<file path="src/rtl/uart_rx_8n1.sv">
// rtl/uart_rx_8n1.sv - UART 8N1 receiver with mid-bit sampling and valid/ready delivery
// Framing and overrun errors are reported as single-cycle pulses.
module uart_rx_8n1 #(
  parameter int CLKS_PER_BIT = 16,
  parameter int SYNC_STAGES  = 2
) (
  input  logic       clk,
  input  logic       reset,
  input  logic       rx,
  output logic [7:0] rx_data,
  output logic       rx_valid,
  input  logic       rx_ready,
  output logic       frame_err,
  output logic       overrun_err,
  output logic       busy
);

  localparam int CW = (CLKS_PER_BIT > 2) ? $clog2(CLKS_PER_BIT) : 1;
  localparam logic [CW-1:0] CNT_LAST = CW'(CLKS_PER_BIT - 1);
  localparam logic [CW-1:0] CNT_HALF = CW'(CLKS_PER_BIT / 2 - 1);

  localparam logic [2:0] ST_IDLE    = 3'd0;
  localparam logic [2:0] ST_START   = 3'd1;
  localparam logic [2:0] ST_DATA    = 3'd2;
  localparam logic [2:0] ST_STOP    = 3'd3;
  localparam logic [2:0] ST_RECOVER = 3'd4;

  logic [SYNC_STAGES-1:0] sync_q, sync_d;
  logic [2:0]             state_q, state_d;
  logic [CW-1:0]          cnt_q, cnt_d;
  logic [2:0]             bit_idx_q, bit_idx_d;
  logic [7:0]             shift_q, shift_d;
  logic [7:0]             rx_data_q, rx_data_d;
  logic                   rx_valid_q, rx_valid_d;
  logic                   frame_err_q, frame_err_d;
  logic                   overrun_err_q, overrun_err_d;
  logic                   deliver_q, deliver_d;
  logic                   rx_s;

  assign rx_s = sync_q[SYNC_STAGES-1];

  always_comb begin
    sync_d        = {sync_q[SYNC_STAGES-2:0], rx};
    state_d       = state_q;
    cnt_d         = cnt_q;
    bit_idx_d     = bit_idx_q;
    shift_d       = shift_q;
    rx_data_d     = rx_data_q;
    rx_valid_d    = rx_valid_q;
    frame_err_d   = 1'b0;
    overrun_err_d = 1'b0;
    deliver_d     = 1'b0;

    case (state_q)
      ST_IDLE: begin
        if (!rx_s) begin
          state_d = ST_START;
          cnt_d   = '0;
        end
      end
      ST_START: begin
        if (cnt_q == CNT_HALF) begin
          cnt_d     = '0;
          bit_idx_d = 3'd0;
          // A start bit that is high again at mid-bit is treated as a glitch.
          state_d   = rx_s ? ST_IDLE : ST_DATA;
        end else begin
          cnt_d = cnt_q + CW'(1);
        end
      end
      ST_DATA: begin
        if (cnt_q == CNT_LAST) begin
          cnt_d   = '0;
          shift_d = {rx_s, shift_q[7:1]};
          if (bit_idx_q == 3'd7) begin
            bit_idx_d = 3'd0;
            state_d   = ST_STOP;
          end else begin
            bit_idx_d = bit_idx_q + 3'd1;
          end
        end else begin
          cnt_d = cnt_q + CW'(1);
        end
      end
      ST_STOP: begin
        if (cnt_q == CNT_LAST) begin
          cnt_d = '0;
          if (rx_s) begin
            deliver_d = 1'b1;
            state_d   = ST_IDLE;
          end else begin
            frame_err_d = 1'b1;
            state_d     = ST_RECOVER;
          end
        end else begin
          cnt_d = cnt_q + CW'(1);
        end
      end
      ST_RECOVER: begin
        if (rx_s) state_d = ST_IDLE;
      end
      default: state_d = ST_IDLE;
    endcase

    // Delivery happens one edge after the stop sample; shift_q is stable then.
    if (deliver_q) begin
      if (!rx_valid_q || rx_ready) begin
        rx_data_d  = shift_q;
        rx_valid_d = 1'b1;
      end else begin
        overrun_err_d = 1'b1;
      end
    end else if (rx_valid_q && rx_ready) begin
      rx_valid_d = 1'b0;
    end
  end

  always_ff @(posedge clk or posedge reset) begin
    if (reset) begin
      sync_q        <= '1;
      state_q       <= ST_IDLE;
      cnt_q         <= '0;
      bit_idx_q     <= 3'd0;
      shift_q       <= 8'h00;
      rx_data_q     <= 8'h00;
      rx_valid_q    <= 1'b0;
      frame_err_q   <= 1'b0;
      overrun_err_q <= 1'b0;
      deliver_q     <= 1'b0;
    end else begin
      sync_q        <= sync_d;
      state_q       <= state_d;
      cnt_q         <= cnt_d;
      bit_idx_q     <= bit_idx_d;
      shift_q       <= shift_d;
      rx_data_q     <= rx_data_d;
      rx_valid_q    <= rx_valid_d;
      frame_err_q   <= frame_err_d;
      overrun_err_q <= overrun_err_d;
      deliver_q     <= deliver_d;
    end
  end

  assign rx_data     = rx_data_q;
  assign rx_valid    = rx_valid_q;
  assign frame_err   = frame_err_q;
  assign overrun_err = overrun_err_q;
  assign busy        = (state_q != ST_IDLE);

endmodule

</file>
<file path="config.mk">
export PLATFORM = sky130hd
export DESIGN_NAME = uart_rx_8n1
export DESIGN_NICKNAME = d
export VERILOG_FILES = /design/src/rtl/uart_rx_8n1.sv
export SDC_FILE = /design/constraint.sdc
export NUM_CORES = 1
export LEC_CHECK = 0
export CAP_MARGIN = 20
export CORE_ASPECT_RATIO = 1.25
export CORE_MARGIN = 2
export CORE_UTILIZATION = 55
export CTS_CLUSTER_SIZE = 10
export DETAILED_ROUTE_END_ITERATION = 16
export GPL_TIMING_DRIVEN = 1
export PLACE_DENSITY = 0.76
export SLEW_MARGIN = 20
export SYNTH_ARGS = -nofsm -noshare
export SYNTH_HDL_FRONTEND = slang
export SYNTH_SLANG_ARGS = --single-unit
</file>
<file path="constraint.sdc">
create_clock -name clk -period 3.3 [get_ports clk]
set_input_delay 0.66 -clock clk [delete_from_list [all_inputs] [get_ports clk]]
set_output_delay 0.66 -clock clk [all_outputs]
set_load 0.03 [all_outputs]
</file>
== Yosys cells after proc, flatten, opt, wreduce, memory -nomap -nowiden ==
Index checks and enable logic that the tools add are counted.
Operators by class
  muxes and demuxes: 28
  add/subtract/negate cells: 2
  reduce and logical (&&, ||, !) cells: 15
  equal/unequal tests: 14
Operators by type and width (count)
  $mux W3: 10
  $pmux W3 S5: 1
  $mux W4: 3
  $ne A2 B2 Y1 const B: 6
  $pmux W4 S3: 1
  $mux W1: 11
  $reduce_and A2 Y1: 4
  $eq A3 B2 Y1 const B: 2
  $eq A3 B3 Y1 const B: 2
  $pmux W3 S2: 1
  $reduce_and A6 Y1: 1
  $reduce_bool A3 Y1: 2
  $add A4 B1 Y4 const B: 1
  $eq A4 B3 Y1 const B: 1
  $eq A4 B4 Y1 const B: 1
  $reduce_bool A2 Y1: 2
  $add A3 B1 Y3 const B: 1
  $eq A3 B1 Y1 const B: 1
  $logic_not A3 Y1: 1
  $reduce_and A3 Y1: 1
  $mux W2: 1
  $ne A2 B1 Y1 const B: 1
  $reduce_or A2 Y1: 1
  $logic_and A1 B1 Y1: 1
  2 further kinds: 2
Storage, ports and cells
  bits of input ports: 4
  logic and storage cells: 69
  output and inout bits: 12
  bits in registers: 32

== Depth between registers and ports, before layout ==
Gate-level depths: netlist of run 1.
  depth in word-level cells: 4
  depth in mapped cells: 5
  depth with buffers taken out: 5

== Least setup slack after synthesis of run 1 ==
OpenSTA, ideal clock, no wires.
  kind: register to output
  start point: register state_q[1]
  end point: output port busy
  data required time: 2.640 ns
  stages on the path, launching flop included: 3
  path buffers: 1
  data arrival time: 1.087 ns
  slack: 1.553 ns
  path through: dfrtp_1 > clkbuf_1 > or3_1
Between the ends
  longest elaborated chain between the ends: 1
Ends and longest elaborated chain
  start: declaration: RTL line 29  | logic [2:0] state_q, state_d;
  start signal: assignment: RTL line 132  | state_q <= state_d;
  $reduce_bool A3 Y1: RTL line 148  | assign busy = (state_q != ST_IDLE);
  end: declaration: RTL line 15  | output logic busy
Every way passes these cells.

== Worst setup path after layout of run 1 ==
Ends and elaborated chain as after synthesis.

==> results of run 1 <==
[worst reg2reg max path, delay by kind of cell (launching register included)]
| kind | cells | cell delay, ns |
|---|---|---|
| mux | 1 | 0.38 |
| fa+ha+maj | 1 | 0.27 |
| flops | 1 | 0.39 |
| simple gates | 2 | 0.62 |
[layout make-up]
cell class              count  area, µm²  share of cell area, %
flip-flops and latches     32        803                   48.7
multi-input cells          64        536                   32.5
repair buffers             16        158                   9.57
clock buffers               7       65.1                   3.95
well taps                  33       41.3                   2.51
clock inverters             1       30.0                   1.82
inverters                   4       15.0                  0.911
[routing by layer]
metal	share of wire [%]	routed length (µm)	track usage [%]	vias to the layer above
met5	0	0	0	-
met4	3.0	61	14.7	0
met3	4.1	83	3.75	5
met2	54	1100	30.1	18
met1	39	792	16.6	402
li1	-	-	-	404
[through the flow]
| stage | power, mW | util (%) |
|---|---|---|
| 6_report | 1.04 | 68.6 |
| 5_1_grt | 1.10 | 68.6 |
| 4_1_cts | 1.05 | 68.6 |
| 3_5_place_dp | 0.715 | 64.6 |
| 3_3_place_gp | 0.706 | 64.6 |
| 2_1_floorplan | 0.677 | - |
[worst paths after layout]
path                             from     endpoint  cells past startpoint
min                         sync_q[0]    sync_q[1]                      0
max in group asynchronous       reset    sync_q[0]                      3
min in group asynchronous       reset  overrun_err                      3
max                        state_q[1]         busy                      2
min reg2reg                 sync_q[0]    sync_q[1]                      0
max reg2reg                  cnt_q[0]   shift_q[0]                      4
[registers in the layout (all words and copies together), names as in the netlist]
register / flops
rx_valid: 1
state_q: 3
frame_err: 1
bit_idx_q: 3
deliver_q: 1
rx_data: 8
cnt_q: 4
shift_q: 8
sync_q: 2
overrun_err: 1
[kinds of logic after synthesis]
family / Yosys count
AOI/OAI and AO/OA: 12
xor gates and xnor gates: 2
adders and majority gates: 3
buffers and inverters: 9
DFF: 32
muxes: 21
and+or+nand+nor: 26
[power groups by stage]
stage	Combinational [mW]	Clock (mW)	Sequential [mW]
finish	0.212	0.330	0.494
global route	0.242	0.352	0.504
CTS	0.216	0.339	0.493
detailed placement	0.215	0	0.501
global placement	0.207	0	0.498
floorplan	0.215	0	0.463
[Yosys cell counts (all sizes together), types with 2 or more instances]
| master | count | area [µm²] |
|---|---|---|
| a211oi | 2 | 20.0 |
| a21oi | 4 | 20.0 |
| and3 | 4 | 25.0 |
| buf | 2 | 18.8 |
| clkbuf | 3 | 12.5 |
| dfrtp | 30 | 751 |
| dfstp | 2 | 52.6 |
| ha | 3 | 37.5 |
| inv | 4 | 15.0 |
| mux2 | 20 | 225 |
| nand2 | 5 | 18.8 |
| nand2b | 2 | 12.5 |
| nor2 | 7 | 26.3 |
| nor3b | 2 | 26.3 |
| o2bb2ai | 2 | 17.5 |
[cells in the final DEF, fill, tap and decap left out, types with 2 or more instances in the layout]
master / instances
ha_1: 3
and3_1: 4
nand2_1: 5
clkbuf_4: 5
dfstp_2: 2
o2bb2ai_1: 2
dfrtp_1: 30
inv_1: 4
a21oi_1: 4
nand2b_1: 2
clkbuf_8: 2
clkdlybuf4s50_1: 15
mux2_2: 20
nor2_1: 7
==> metrics.md, run 1 <==
| Metric | Value |
|---|---|
| Total number of vias | 829 |
| # setup viols final | 0 |
| Final Cycle Share | between 70% and 80% |
| R2R Setup Slk | 1.54 ns |
| Post-route cell area | 1650 µm² |
| Switching Share | 27.8% |
| Die extent in y | 60.1 µm |
| Critical Path Start Type | register |
| Tmin final | 2.50 ns |
| Residual DRC count | 0 |
| Area Growth Syn to Fin | 19.0% |
| Synth Net Count | 112 |
| Slew Limit Fails | 0 |
| Largest family of logic cells by synthesized area | multiplexers |
| Setup TNS | 0 ns |
| Starting density of the core | 57.7% |
| Worst hold path type | register to register |
| Initial antenna violation count | 0 |
| Iteration count of the initial detailed-routing pass | 4 |
| Final worst slack | around 0.80 ns |
| Multiplexer area fraction after synthesis | 17.0% |
| Yosys Warn Count | 0 |
| Slowest-stage cell, CP | clkdlybuf4s50_1 |
| Reg power frac | 47.7% |
| Cts hold-fix bufs | 0 |
| Simple-gate area share of the yosys netlist | 10.9% |
| Final Hold Vio Count | 0 |
| Global-route wire length before repair | ~3500 µm |
| N_diodes | 0 |
| Complex-gate fraction of the synthesized area | 6.78% |
| Max VDD drop | 0.000621 V |
| Number of port buffers | 15 |
| Filler cells | 187 |
| CP delay by family, top | buffers and inverters |
| Nets | 130 |
| CTS Buf Count | 5 |
| Main synth FF type | dfrtp_1 |
| Gr usage total | 16.8% |
| Clock Sinks | 32 |
| Placer congestion estimate | approximately 0.76 |
| Post-CTS Resized | 0 |
| Critical path endpoint category | primary output |
| Hpwl dp | 1420 µm |
| Clk Latency, worst-skew pair | 0.33 ns |
| Core Area | 2400 µm² |
| Post-synthesis sequential area ratio | 58.0% |
| Layout cell share with drive strength beyond 1 | ~27% |
| Logic pwr share | between 20% and 30% |
| Max incr delay on CP | 0.60 ns |
| Slew margin rel. | 71.3% |
| Final hold slack | 0.349 ns |
| Gr ovfl total | 0 |
| Classification of the worst setup path | register to primary output |
| RSZ-0062 raised after global routing | false |
| DRT Wirelength | 2040 µm |
| Non-filler cells, final | 157 |
| H-tree depth | 2 |
| Pre-CTS setup slack | ~1.2 ns |
| Async set or reset register ratio after synthesis | 100% |
| Largest net degree at the start of global routing | 33 |
| Pleak | about 0.8 nW |
| DRT iter0 DRCs | 5 |
| EDFF count, synth | 0 |
| P_sw | 0.288 mW |
| Die footprint | 2940 µm² |
| Root Buffer | clkbuf_4 |
| WP data required | between 2 and 3 ns |
| Worst-path clk slew | 0.10 ns |
| # IOs | 16 |
| Max Cap Viol | 0 |
| Clk_skew | 0.0110 ns |
| Status | finished, final reports clean |
| Placement-stage cell area | 1550 µm² |
| Mapped Cells | roughly 110 |
| DIE WIDTH | 48.9 µm |
| Row count | 20 |
| CTS tree | yes |
| WL/cell | 13.0 µm |
| Int Pwr | between 0.7 and 0.8 mW |
| FMAX | ~400 MHz |
| Crit Path Max Fanout | 13 |
| Yosys reg bits | 32 |
| Clock power share | 31.8% |
| Arrival time of the worst setup path | 1.84 ns |
| DR vias/cell | 5.28 |
| Vias in the first global route | 857 |
| Post-DRT Antenna Nets | 0 |
| Post-CTS Setup Bufs | 0 |
| Distinct cells, synth | 32 |
| CP cell instances | or3_1, clkdlybuf4s50_1 |
| WP buf/inv | 1 |
| Syn Std Cell Area | 1390 µm² |
| Worst-Margin Slew | approximately 0.43 ns |
| Synth Area in XOR/XNOR | 1.26% |
| PwrDens | 628 nW/µm² |
| Synthesized-area fraction occupied by adder cells | roughly 2.7% |
| Clock Path Buffers | 2 |
| Placed cell count | 149 |
| Avg Cell Area, Syn | 13.2 µm² |
(Power assumes the default switching activity.)
==> inputs of run 2 (changes only) <==
CORE_UTILIZATION = 49   (was 55)
PLACE_DENSITY = 0.71   (was 0.76)
clock period = 2.3 ns   (was 3.3 ns; I/O delays follow)
==> run 2 against run 1 <==
Effect of this change: via count rose by 2.8%; worst hold slack gained 0.011 ns; utilization down 6.4 points; wire length increased by 4.6%; global-route usage is 0.18 points lower; register-to-register slack worse by 1.0 ns; combinational power is 64% higher; critical path depth did not move; worst setup slack worse by 0.39 ns; critical endpoint unchanged.
==> metrics.md, run 2 (synthesis results as in run 1) <==
| Metric | Value |
|---|---|
| Iteration count of the initial detailed-routing pass | 4 (unchanged) |
| RR Startpoint | cnt_q[0] |
| Worst-Margin Slew | 0.409 ns (-0.0219 ns) |
| Register area | 803 µm² (unchanged) |
| P_sw | 0.425 mW (+48%) |
| # IOs | 16 (unchanged) |
| Post-DRT Antenna Nets | 0 (unchanged) |
| DRT Wirelength | 2130 µm (+4.6%) |
| Starting density of the core | 51.7% (-6.0 points) |
| Die extent in y | 63.4 µm (+5.5%) |
| Clock Path Buffers | 2 (unchanged) |
| Reg power frac | 45.7% (-2.0 points) |
| Non-filler cells, final | 160 (+1.9%) |
| Residual DRC count | 0 (unchanged) |
| RSZ-0062 raised after global routing | false |
| Worst reg2reg endpoint | shift_q[0] |
| Tot Pwr | 1.51 mW (+46%) |
| Clock Sinks | 32 (unchanged) |
| # setup viols final | 0 (unchanged) |
| Cts hold-fix bufs | 0 (unchanged) |
| N_diodes | 0 (unchanged) |
| Largest net degree at the start of global routing | 33 (unchanged) |
| Vias in the first global route | 858 (+0.12%) |
| Pleak | 0.818 nW (+2.0%) |
| Nets | 132 (+1.5%) |
| WP data required | 1.84 ns (-0.80 ns) |
| Clk_skew | 0.0115 ns (+0.000509 ns) |
| Worst-path clk slew | 0.10 ns (about the same) |
| Row count | 21 (+5.0%) |
| Die footprint | 3270 µm² (+11%) |
| Worst hold path type | register to register |
| Placer congestion estimate | 0.783 (+3.0%) |
| Root Buffer | clkbuf_4 |
| Slew margin rel. | 72.7% (+1.5 points) |
| Commonest non-fill, non-tap cell in the layout | dfrtp_1 |
| Placement-stage cell area | 1570 µm² (+1.0%) |
| Status | finished, final reports clean |
| Total number of vias | 852 (+2.8%) |
| Crit Path Max Fanout | 9 (-4) |
| Clk Latency, worst-skew pair | 0.34 ns (about the same) |
| Worst Setup SP | state_q[0] |
| Tmin final | between 1.5 and 2 ns |
| Number of port buffers | 15 (unchanged) |
| Post-route cell area | 1670 µm² (+1.1%) |
| Multi-input logic area | 536 µm² (unchanged) |
| Switching Share | 28.2% (+0.37 points) |
| Layout Utilization | 62.2% (-6.4 points) |
| Gr usage total | 16.7% (-0.18 points) |
| Initial antenna violation count | 0 (unchanged) |
| CTS tree | yes |
| DIE WIDTH | 51.6 µm (+5.5%) |
| Setup TNS | 0 ns (unchanged) |
| Placed cell count | 152 (+2.0%) |
| PwrDens | 905 nW/µm² (+44%) |
| Critical Path Start Type | register |
| Final worst slack | 0.402 ns (-0.393 ns) |
| Classification of the worst setup path | register to primary output |
| Hold worst-path end | sync_q[1] |
| Area Growth Syn to Fin | 20.3% |
| FMAX | 527 MHz |
| Final hold slack | 0.361 ns (+0.0113 ns) |
| H-tree depth | 2 (unchanged) |
| Post-CTS Resized | 0 (unchanged) |
| Max VDD drop | 0.000698 V (+12%) |
| Commonest non-fill, non-tap cells in the layout | dfrtp_1 (30), mux2_2 (20), clkdlybuf4s50_1 (14), nor2_1 (7) |
| Hpwl dp | 1450 µm (+2.2%) |
| Gr ovfl total | 0 (unchanged) |
| Layout cell share with drive strength beyond 1 | 28.6% (+1.2 points) |
| FF-to-FF path depth | 4 (unchanged) |
| R2R Setup Slk | 0.53 ns (-1.01 ns) |
| DR vias/cell | 5.33 (+0.85%) |
| Arrival time of the worst setup path | 1.44 ns (-0.40 ns) |
| WL/cell | 13.3 µm (+2.6%) |
| Slew Limit Fails | 0 (unchanged) |
| Filler cells | 223 (+19%) |
| Post-CTS Setup Bufs | 0 (unchanged) |
| Logic pwr share | 23.0% (+2.5 points) |
| Clock power share | 31.2% (-0.6 points) |
| Critical path endpoint category | primary output |
| Int Pwr | 1.08 mW (+45%) |
| DRT iter0 DRCs | 21 (+16) |
| Hold depth | 0 (unchanged) |
| Core Area | 2680 µm² (+12%) |
| Final Cycle Share | 82.5% |
| Global-route wire length before repair | 3920 µm (+12%) |
| Final Hold Vio Count | 0 (unchanged) |
| Pre-CTS setup slack | 0.430 ns (-0.741 ns) |
| Max Cap Viol | 0 (unchanged) |
| CTS Buf Count | 5 (unchanged) |
| Hold_sp | sync_q[0] |
[run 2: cell types whose count changed in the layout (fill, tap and decap cells not counted)]
| cell | before | now |
|---|---|---|
| buf_4 | 1 | 3 |
| clkdlybuf4s50_1 | 15 | 14 |
| dlymetal6s2s_1 | 0 | 1 |
[run 2: routing by layer]
layer,track usage [%],wire length [µm],up-vias,part of all wire (%)
met5,0,0,-,0
met3,7.35,103,9,4.8
li1,-,-,407,-
met2,25.2,1060,16,50
met1,19.2,886,420,42
met4,9.87,79,0,3.7
[run 2: worst max-delay path by stage]
stage | to | slack, ns | cells past startpoint
floorplan | bit_idx_q[0] | 0.67 | 4
global placement | busy | 0.43 | 2
detailed placement | busy | 0.43 | 2
CTS | busy | 0.04 | 2
global route | busy | 0.32 | 2
finish | busy | 0.40 | 2
[run 2: layout make-up]
cell class                 instances  share of cell area, %
clock buffer                       7                   3.90
clock inverter                     1                   1.80
inverter                           4                  0.901
multi-input combinational         64                   32.1
sequential                        32                   48.2
tap                               34                   2.55
timing repair buffer              18                   10.5
[run 2: power by group through the flow]
stage                     clock network [mW]  logic (mW)  registers [mW]
after detailed placement                   0       0.346           0.699
after CTS                              0.489       0.354           0.688
final                                  0.471       0.348           0.690
after global placement                     0       0.335           0.692
after global routing                   0.520       0.392           0.698
after floorplan                            0       0.308           0.664
[run 2: critical path, stage by stage, from the launching register on]
cell            delay (ns)
dfrtp_1               0.49
or3_1                 0.38
dlymetal6s2s_1        0.25
==> inputs of run 3 (changes only) <==
clock period = 1.5 ns   (was 2.3 ns; I/O delays follow)
==> run 3 against run 2 <==
Effect of this change: the run now ends with setup timing left; clock skew decreased by 0.0056 ns; highest routed layer unchanged; final area rose by 12%; first-iteration DRC count fell by 38%; worst setup slack got worse by 0.48 ns; largest power group unchanged; cell count grew 11%; non-clock buffer count up 17; wire length rose by 23%; clock-buffer cell count is 1 lower.
==> metrics.md, run 3 (synthesis results as in run 1) <==
| Metric | Value |
|---|---|
| Final Cycle Share | 105% |
| CTS Buf Count | 5 (unchanged) |
| Placement-stage cell area | 1750 µm² (+11%) |
| Placed cell count | 168 (+11%) |
| N_diodes | 0 (unchanged) |
| Row count | 21 (unchanged) |
| Post-route cell area | 1860 µm² (+12%) |
| Clk Latency, worst-skew pair | 0.34 ns (about the same) |
| Slew margin rel. | 73.5% (+0.77 points) |
| Clk_skew | 0.00586 ns (-0.00562 ns) |
| Worst hold path type | input port to async pin |
| Vias in the first global route | 982 (+14%) |
| Violated checks | setup timing |
| CTS tree | yes |
| FMAX | 633 MHz |
| DIE WIDTH | 51.6 µm (unchanged) |
| Non-filler cells, final | 177 (+11%) |
| Critical path endpoint category | register |
| Final hold slack | 0.236 ns (-0.124 ns) |
| Nets | 149 (+13%) |
| WL/cell | 14.8 µm (+11%) |
| Arrival time of the worst setup path | 1.81 ns (+0.37 ns) |
| Slew Limit Fails | 0 (unchanged) |
| RR Startpoint | cnt_q[3] |
| Pleak | 0.970 nW (+19%) |
| Final worst slack | -0.0794 ns (-0.482 ns) |
| Max Cap Viol | 0 (unchanged) |
| Worst-Margin Slew | 0.397 ns (-0.0116 ns) |
| DRT Wirelength | 2620 µm (+23%) |
| Initial antenna violation count | 0 (unchanged) |
| RSZ-0062 raised after global routing | true |
| Pre-CTS setup slack | -0.157 ns (-0.586 ns) |
| Commonest non-fill, non-tap cells in the layout | dfrtp_1 (30), buf_4 (14), mux2_4 (11), dlygate4sd2_1 (11), mux2_2 (9) |
| Global-route wire length before repair | 4510 µm (+15%) |
| Layout cell share with drive strength beyond 1 | 38.5% (+9.9 points) |
| Final Hold Vio Count | 0 (unchanged) |
| Number of port buffers | 15 (unchanged) |
| Setup TNS | -0.408 ns (-0.408 ns) |
| Crit Path Max Fanout | 3 (-6) |
| Clock Sinks | 32 (unchanged) |
| DR vias/cell | 5.21 (-2.1%) |
| Die extent in y | 63.4 µm (unchanged) |
| Core Area | 2680 µm² (unchanged) |
| Filler cells | 213 (-4.5%) |
| Clock Path Buffers | 2 (unchanged) |
| Largest net degree at the start of global routing | 18 (-45%) |
| Starting density of the core | 51.7% (unchanged) |
| Residual DRC count | 0 (unchanged) |
| Worst Setup SP | cnt_q[3] |
| Tot Pwr | 2.51 mW (+66%) |
| # setup viols final | 12 (+12) |
| Max VDD drop | 0.00115 V (+64%) |
| Worst-path clk slew | 0.09 ns (about the same) |
| Gr ovfl total | 0 (unchanged) |
| Area Growth Syn to Fin | 34.6% |
| DRT iter0 DRCs | 13 (-38%) |
| Total number of vias | 923 (+8.3%) |
| Placer congestion estimate | 0.808 (+3.2%) |
| Classification of the worst setup path | register to register |
| # IOs | 16 (unchanged) |
| Root Buffer | clkbuf_4 |
| Die footprint | 3270 µm² (unchanged) |
| Post-DRT Antenna Nets | 0 (unchanged) |
| Layout Utilization | 69.6% (+7.4 points) |
| Status | finished, violations left |
| Tmin final | roughly 1.6 ns |
| Commonest non-fill, non-tap cell in the layout | dfrtp_1 |
| Hpwl dp | 1850 µm (+28%) |
| Critical Path Start Type | register |
| H-tree depth | 2 (unchanged) |
| Cts hold-fix bufs | 0 (unchanged) |
| Gr usage total | 19.1% (+2.4 points) |
| WP data required | 1.73 ns (-0.11 ns) |
| Iteration count of the initial detailed-routing pass | 4 (unchanged) |
| PwrDens | 1340 nW/µm² (+48%) |
## run 3: changes by cell type in the layout (fill, tap and decap cells not counted), moves of 5 or more
cell             previous run  this run
buf_6                       0         5
mux2_2                     20         9
buf_4                       3        14
dlygate4sd2_1               0        11
clkdlybuf4s50_1            14         3
mux2_4                      0        11
## run 3: power breakdown
| group | leakage (nW) | internal (mW) | total [mW] | switching [mW] |
|---|---|---|---|---|
| sequential | 0.431 | 0.953 | 1.03 | 0.0747 |
| clock | 0.0422 | 0.349 | 0.639 | 0.290 |
| combinational | 0.497 | 0.462 | 0.839 | 0.377 |
## run 3: cell type report
type | count | area (µm²) | area share, %
Clock buffer | 6 | 41.3 | 2.21
Sequential cell | 32 | 803 | 43.1
Multi-Input combinational cell | 64 | 599 | 32.1
Inverter | 4 | 15.0 | 0.805
Tap cell | 34 | 42.5 | 2.28
Clock inverter | 2 | 35.0 | 1.88
Timing Repair Buffer | 35 | 328 | 17.6
## run 3: timing repair
item                                    CTS  global route
gates cloned                              0             0
setup buffers                             0             1
hold endpoints to repair                  0             0
pin swaps                                 4             1
endpoints found under the setup margin   23            13
gates resized for setup                  28             2
## run 3: per-layer routing
metal  global-route usage, %  part of all wire [%]
met5                       0                     0
met4                    7.89                   1.6
met3                    7.82                   4.8
met2                    29.3                    50
met1                    23.6                    43
## run 3: path summary, 6_finish.rpt
| check | slack, ns | cells after the start | end |
|---|---|---|---|
| max | -0.08 | 3 | bit_idx_q[2] |
| min | 0.24 | 2 | bit_idx_q[2] |
| max reg2reg | -0.08 | 3 | bit_idx_q[2] |
| min reg2reg | 0.36 | 0 | sync_q[1] |
| max in group asynchronous | 0.76 | 3 | sync_q[0] |
| min in group clk | 0.36 | 1 | sync_q[0] |
## run 3: worst max-delay path: stages, from the launching register on
cell	delay, ns
dfrtp_1	0.43
or3b_4	0.40
a211oi_4	0.32
mux2_4	0.33
